## config.mk

```make
export PLATFORM = sky130hd
export DESIGN_NAME = stage_memory
export DESIGN_NICKNAME = d
export VERILOG_FILES = /design/src/rtl/core_pkg.sv /design/src/rtl/lsu_align.sv /design/src/rtl/stage_memory.sv
export SDC_FILE = /design/constraint.sdc
export NUM_CORES = 1
export LEC_CHECK = 0
export CORE_ASPECT_RATIO = 0.9
export CORE_MARGIN = 2
export CORE_UTILIZATION = 38
export CTS_BUF_LIST = sky130_fd_sc_hd__clkbuf_4 sky130_fd_sc_hd__clkbuf_8 sky130_fd_sc_hd__clkbuf_16
export DETAILED_ROUTE_END_ITERATION = 10
export MAX_ROUTING_LAYER = met4
export PLACE_DENSITY_LB_ADDON = 0.05
export SKIP_LAST_GASP = 1
export SYNTH_ARGS = -nofsm -noshare
export SYNTH_HDL_FRONTEND = slang
export SYNTH_HIERARCHICAL = 1
export SYNTH_SLANG_ARGS = --single-unit
```

## constraint.sdc

```tcl
create_clock -name clk -period 2.4 [get_ports clk]
set_input_delay 0.48 -clock clk [delete_from_list [all_inputs] [get_ports clk]]
set_output_delay 0.48 -clock clk [all_outputs]
set_load 0.02 [all_outputs]
```

## src/rtl/core_pkg.sv

```systemverilog
// Shared encodings for the memory pipeline stage: result-source selects,
// load/store size codes and the bus-access state type.
package core_pkg;

    // Writeback result source selects
    localparam logic [1:0] ALU_RESULT = 2'b00;
    localparam logic [1:0] MEM_TO_REG = 2'b01;
    localparam logic [1:0] PC_PLUS    = 2'b10;
    localparam logic [1:0] LUI_AUIPC  = 2'b11;

    // funct3 access size / signedness encodings
    localparam logic [2:0] LS_B  = 3'b000;
    localparam logic [2:0] LS_H  = 3'b001;
    localparam logic [2:0] LS_W  = 3'b010;
    localparam logic [2:0] LS_BU = 3'b100;
    localparam logic [2:0] LS_HU = 3'b101;

    // Bus access state
    typedef enum logic {
        IDLE = 1'b0,
        WAIT = 1'b1
    } mem_state_t;

endpackage

```

## src/rtl/lsu_align.sv

```systemverilog
// Byte-lane steering for data-memory accesses: byte enables, replicated
// store data, shifted and extended load data, and the alignment check.
module lsu_align
    import core_pkg::*;
(
    input  logic [1:0]  addr_lo,
    input  logic [2:0]  funct3,
    input  logic [31:0] store_data,
    input  logic [31:0] rdata,
    output logic [3:0]  be,
    output logic [31:0] wdata,
    output logic [31:0] load_data,
    output logic        misaligned
);

    logic [31:0]        shifted;
    logic signed [7:0]  byte_s;
    logic signed [15:0] half_s;

    // Store side: lane enables, replicated write data, alignment by size
    always_comb begin
        be         = 4'b1111;
        wdata      = store_data;
        misaligned = 1'b0;
        case (funct3[1:0])
            2'b00: begin
                be    = 4'(4'b0001 << addr_lo);
                wdata = {4{store_data[7:0]}};
            end
            2'b01: begin
                be         = 4'(4'b0011 << addr_lo);
                wdata      = {2{store_data[15:0]}};
                misaligned = addr_lo[0];
            end
            default: begin
                // 10 and the unused 11 encoding both behave as a word access
                be         = 4'b1111;
                wdata      = store_data;
                misaligned = |addr_lo;
            end
        endcase
    end

    // Load side: move the addressed lane to bit 0, then extend by funct3
    always_comb begin
        shifted   = rdata >> {addr_lo, 3'b000};
        byte_s    = shifted[7:0];
        half_s    = shifted[15:0];
        load_data = shifted;
        case (funct3)
            LS_B:    load_data = 32'(byte_s);
            LS_BU:   load_data = {24'h0, shifted[7:0]};
            LS_H:    load_data = 32'(half_s);
            LS_HU:   load_data = {16'h0, shifted[15:0]};
            default: load_data = shifted;
        endcase
    end

endmodule

```

## src/rtl/stage_memory.sv

```systemverilog
// Memory pipeline stage: issues loads/stores over a req/ack bus, stalls
// upstream while an access is outstanding, aborts on timeout and registers
// the mem_* signals used for forwarding and writeback.
module stage_memory
    import core_pkg::*;
#(
    parameter int TIMEOUT_CYCLES = 255,
    parameter int ADDR_W         = 32
) (
    input  logic              clk,
    input  logic              rst,
    input  logic [31:0]       execute_alu_result,
    input  logic [31:0]       execute_wr_datamem_data,
    input  logic [2:0]        execute_funct3,
    input  logic              execute_datamem_wr_enable,
    input  logic [1:0]        execute_result_src,
    input  logic [4:0]        execute_rd,
    input  logic              execute_regfile_wr_enable,
    input  logic [31:0]       execute_instr_addr_plus,
    output logic              mem_stall,
    output logic              dmem_req,
    output logic              dmem_we,
    output logic [ADDR_W-1:0] dmem_addr,
    output logic [3:0]        dmem_be,
    output logic [31:0]       dmem_wdata,
    input  logic [31:0]       dmem_rdata,
    input  logic              dmem_ack,
    output logic [4:0]        mem_rd,
    output logic              mem_regfile_wr_enable,
    output logic [1:0]        mem_result_src,
    output logic [31:0]       mem_alu_result,
    output logic [31:0]       mem_read_data,
    output logic [31:0]       mem_instr_addr_plus,
    output logic              mem_misaligned,
    output logic              mem_bus_error
);

    localparam logic [15:0] TIMEOUT_CNT = 16'(TIMEOUT_CYCLES);

    mem_state_t  state;
    logic [15:0] counter;

    logic        is_store;
    logic        is_load;
    logic        is_mem;
    logic        misaligned;
    logic        aligned_op;
    logic        timeout_hit;
    logic        acked;
    logic [3:0]  lane_be;
    logic [31:0] lane_wdata;
    logic [31:0] load_ext;

    lsu_align u_align (
        .addr_lo    (execute_alu_result[1:0]),
        .funct3     (execute_funct3),
        .store_data (execute_wr_datamem_data),
        .rdata      (dmem_rdata),
        .be         (lane_be),
        .wdata      (lane_wdata),
        .load_data  (load_ext),
        .misaligned (misaligned)
    );

    // Access classification and bus handshake; a store wins over MEM_TO_REG
    always_comb begin
        is_store    = execute_datamem_wr_enable;
        is_load     = (execute_result_src == MEM_TO_REG) && !execute_datamem_wr_enable;
        is_mem      = is_store || is_load;
        aligned_op  = is_mem && !misaligned;
        timeout_hit = (state == WAIT) && (counter == TIMEOUT_CNT);
        // The request is withdrawn in the abort cycle, so a coincident ack is ignored
        dmem_req    = !rst && (((state == IDLE) && aligned_op) ||
                               ((state == WAIT) && !timeout_hit));
        acked       = dmem_req && dmem_ack;
        mem_stall   = dmem_req && !dmem_ack;
        dmem_we     = is_store;
        dmem_addr   = {execute_alu_result[ADDR_W-1:2], 2'b00};
        dmem_be     = lane_be;
        dmem_wdata  = lane_wdata;
    end

    // Access FSM, timeout counter and the registered mem_* outputs
    always_ff @(posedge clk) begin
        if (rst) begin
            state                 <= IDLE;
            counter               <= '0;
            mem_rd                <= '0;
            mem_regfile_wr_enable <= 1'b0;
            mem_result_src        <= '0;
            mem_alu_result        <= '0;
            mem_read_data         <= '0;
            mem_instr_addr_plus   <= '0;
            mem_misaligned        <= 1'b0;
            mem_bus_error         <= 1'b0;
        end else begin
            mem_rd              <= execute_rd;
            mem_result_src      <= execute_result_src;
            mem_alu_result      <= execute_alu_result;
            mem_instr_addr_plus <= execute_instr_addr_plus;
            mem_read_data       <= (is_load && acked) ? load_ext : 32'h0;
            mem_misaligned      <= 1'b0;
            mem_bus_error       <= 1'b0;
            case (state)
                IDLE: begin
                    if (aligned_op && !dmem_ack) begin
                        state                 <= WAIT;
                        counter               <= 16'd1;
                        mem_regfile_wr_enable <= 1'b0;
                    end else begin
                        mem_regfile_wr_enable <= execute_regfile_wr_enable &&
                                                 !(is_mem && misaligned);
                        mem_misaligned        <= is_mem && misaligned;
                    end
                end
                WAIT: begin
                    if (acked) begin
                        state                 <= IDLE;
                        counter               <= '0;
                        mem_regfile_wr_enable <= execute_regfile_wr_enable;
                    end else if (timeout_hit) begin
                        state                 <= IDLE;
                        counter               <= '0;
                        mem_regfile_wr_enable <= 1'b0;
                        mem_bus_error         <= 1'b1;
                    end else begin
                        counter               <= counter + 16'd1;
                        mem_regfile_wr_enable <= 1'b0;
                    end
                end
                default: begin
                    state   <= IDLE;
                    counter <= '0;
                end
            endcase
        end
    end

endmodule

```

==> impl_metrics.env <==
export IMPL_slew_viol_final=0
export IMPL_yosysTopAreaCell="dfxtp_1"
export IMPL_initial_core_util_pct=39.14
export IMPL_rr_startpoint="counter[0]"
export IMPL_worstSetupPathType="input pin to output pin"
export IMPL_outcome="complete, no violations"
export IMPL_p_leak_nw=3.751
export IMPL_slowest_stage="or2_2"
export IMPL_ys_seq_area_share_pct=44.60
export IMPL_drive_above_1_share_pct=13.81
export IMPL_dpl_hpwl_mm=12.91
export IMPL_cts_root_buf="clkbuf_16"
export IMPL_drtIter0Drc=240
export IMPL_max_freq_ghz=0.4288
export IMPL_synth_cell_type_count=56
export IMPL_pwr_share_clk_pct=45.9
export IMPL_die_h_um=118.4
export IMPL_clock_path_buffers=2
export IMPL_grt_overflow_total=0
export IMPL_syn_cell_area_um2=5522
export IMPL_nets=1007
export IMPL_period_needed_ns=2.332
export IMPL_pwr_share_seq_pct=36.1
export IMPL_via_per_inst=4.748
export IMPL_cts_buffers=17
export IMPL_cap_viol_max_count=0
export IMPL_dpl_worst_slack_ns=-0.6527
export IMPL_antenna_left=0
export IMPL_gr_max_usage_layer="met2"
export IMPL_post_route_period_util_pct=97.16
export IMPL_fin_cells=1072
export IMPL_area_growth_pct=69.09
export IMPL_fin_util_pct=66.18
export IMPL_crit_path_max_fanout=14
export IMPL_setup_viol=0
export IMPL_drt_wirelength_per_cell_um=15.54
export IMPL_io_buffers=317
export IMPL_swShare_pct=24.07
export IMPL_p_switching_mw=1.427
export IMPL_placed_cells=1035
export IMPL_combPwrFrac_pct=18.0
export IMPL_power_density_nw_per_um2=634.9
export IMPL_setup_ws_ns=0.06808
export IMPL_max_slew_margin_pct=60.02
export IMPL_max_stage_delay_ns=0.32
export IMPL_cts_tree="built"
export IMPL_syn_inst=571
export IMPL_cts_reportedPaths_clkPinSlew_ns=0.06
export IMPL_synthFlopType="dfxtp_1"
export IMPL_grt_pass1_wl_mm=25.76
export IMPL_critPathLaunch="execute_funct3[0]"
export IMPL_crit_required_ns=1.92
export IMPL_die_x_um=131.1
export IMPL_antenna_found_initial=3
export IMPL_drt_total_wl_mm=16.66
export IMPL_dieArea_um2=15510
export IMPL_via_count=5090
export IMPL_coreArea_um2=14110
export IMPL_worstHoldStart="rst"
export IMPL_grt_use_total_pct=22.10
export IMPL_synth_edf_count=0
export IMPL_synth_warning_count=6
export IMPL_gr_usage_met1_pct=23.06
export IMPL_use_met2_pct=37.73
export IMPL_grtUsageMet3_pct=7.967
export IMPL_synth_top_area_share_pct=44.60
export IMPL_cp_end_kind="output pin"
export IMPL_fillers=1091
export IMPL_hold_class="input pin to flop"
export IMPL_gp_congestion=0.8703
export IMPL_synthArstFlopShare_pct=0
export IMPL_critPathMostFrequentCell="dlygate4sd2_1"
export IMPL_clock_sinks=123
export IMPL_synthesis_area_per_instance_um2=9.670
export IMPL_drc_errors=0
export IMPL_hold_slack_ns=0.4990
export IMPL_finalHoldViolCount=0
export IMPL_finalClockSkew_ns=0.003436
export IMPL_first_pass_iters=5
export IMPL_grt_max_degree=63
export IMPL_startpoint_type="input pin"
export IMPL_path_cells="dlygate4sd2_1, buf_6, or2_2, mux2_2, dlygate4sd2_1"
export IMPL_internal_power_mw=4.500
export IMPL_synthTopCellsByArea="dfxtp_1, nor2b_1, buf_4"
export IMPL_critPathArrivalTime_ns=1.85
export IMPL_ir_worst_vdd_uv=498.9
export IMPL_worstMarginPinSlew_ns=0.5997
export IMPL_rows=41
export IMPL_clock_latency_ns=0.41
export IMPL_boundaryPins=320
export IMPL_cts_htree_levels=4
export IMPL_grt_pass1_vias=5116
export IMPL_ys_ff_latch=123
-- what timing repair did --
| action | in CTS | in global routing |
|---|---|---|
| hold endpoints to repair | 0 | 0 |
| hold buffers | 0 | 0 |
| gates cloned | 0 | 0 |
| pin swaps | 1 | 1 |
| endpoints found under the setup margin | 30 | 7 |
| buffers inserted | 1 | 1 |
| resized for setup | 39 | 11 |
-- layer usage --
layer,wire length [um],vias to the layer above,share of wire (%)
met5,0,-,0
li1,-,2502,-
met3,1530,32,9.2
met2,8474,232,51
met4,451,0,2.7
met1,6198,2324,37
-- layout make-up --
class / instances / area (um2) / share of cell area (%)
clock inverters: 13 / 188.9 / 2.024
clock buffers: 19 / 452.9 / 4.851
multi-input cells: 363 / 2491 / 26.68
diodes: 3 / 7.507 / 0.08041
repair buffers: 351 / 3466 / 37.12
flip-flops and latches: 123 / 2462 / 26.37
well taps: 193 / 241.5 / 2.586
inverters: 7 / 26.28 / 0.2814
-- final timing paths --
path | endpoint | slack, ns | cells after the start
max | dmem_wdata[10] | 0.07 | 5
min | mem_result_src[1] | 0.50 | 2
max reg2reg | counter[1] | 0.46 | 6
min reg2reg | counter[4] | 0.52 | 1
-- cells in the final DEF (no fill, tap or decap), types with 4 or more instances in the layout --
master           count
a211oi_1             7
a21o_1               5
a21oi_1             29
a31oi_1              5
and2_1              34
buf_4               30
bufinv_16            4
clkbuf_16           17
clkdlybuf4s50_1    290
dfxtp_1            123
dlygate4sd2_1       17
dlymetal6s2s_1       6
inv_1                6
mux2_2              26
mux2i_1             18
nand2_1             35
nand2b_1             4
nand3_1              8
nand4_1             23
nor2_1              11
nor2b_1             80
nor3_1               4
o21ai_0             10
o2bb2ai_1            4
or2_2                8
xor2_1               4
-- cell families (layout without fill, tap and decap cells) --
logic type / Yosys count / after routing / synth area share, %
compound gates: 76 / 76 / 9.450
xor+xnor: 5 / 5 / 0.7931
buf+inv: 86 / 390 / 10.63
fa+ha+maj: 1 / 1 / 0.2266
other cells: 1 / 5 / 0.06792
flops: 123 / 123 / 44.60
simple gates: 235 / 235 / 25.67
mux: 44 / 44 / 8.566
-- cells in the mapped netlist, drive strengths merged, types with 3 or more instances --
master and count:
a211oi 7, a21o 5, a21oi 29, a31oi 5, a32o 3, and2 34
and3 3, and4 3, buf 64, clkbuf 15, dfxtp 123, inv 7
mux2 26, mux2i 18, nand2 35, nand2b 4, nand3 10, nand4 24
nor2 13, nor2b 80, nor3 5, nor3b 3, nor4 4, o211ai 3
o21ai 11, o2bb2ai 4, or2 8, xor2 4
-- sequential cells by signal, indices dropped and copies added (netlist names) --
| register | flops |
|---|---|
| mem_rd | 5 |
| state | 1 |
| mem_read_data | 32 |
| mem_alu_result | 32 |
| mem_bus_error | 1 |
| mem_misaligned | 1 |
| mem_result_src | 2 |
| counter | 16 |
| mem_regfile_wr_enable | 1 |
| mem_instr_addr_plus | 32 |
-- metrics by stage --
| stage | TNS [ns] | power, mW | area, um2 |
|---|---|---|---|
| 6_report | 0 | 5.927 | 9336 |
| 5_1_grt | -0.004160 | 6.168 | 9336 |
| 4_1_cts | -0.2867 | 5.999 | 9299 |
| 3_5_place_dp | -16.56 | 3.256 | 8632 |
| 3_3_place_gp | -14.13 | 3.244 | 8632 |
| 2_1_floorplan | 0 | 2.708 | 5530 |
-- worst max-delay path, delay by kind of cell --
kind	cells	cell delay [ns]
muxes	1	0.27
buffers and inverters	3	0.77
and+or+nand+nor	1	0.32
-- power by group through the flow --
| stage | clock (mW) | sequential, mW | combinational (mW) |
|---|---|---|---|
| floorplan | 0 | 2.27 | 0.441 |
| global placement | 0 | 2.18 | 1.07 |
| detailed placement | 0 | 2.18 | 1.07 |
| CTS | 2.79 | 2.14 | 1.07 |
| global route | 2.88 | 2.14 | 1.14 |
| finish | 2.72 | 2.14 | 1.07 |
Power figures use the tool's default switching activity.
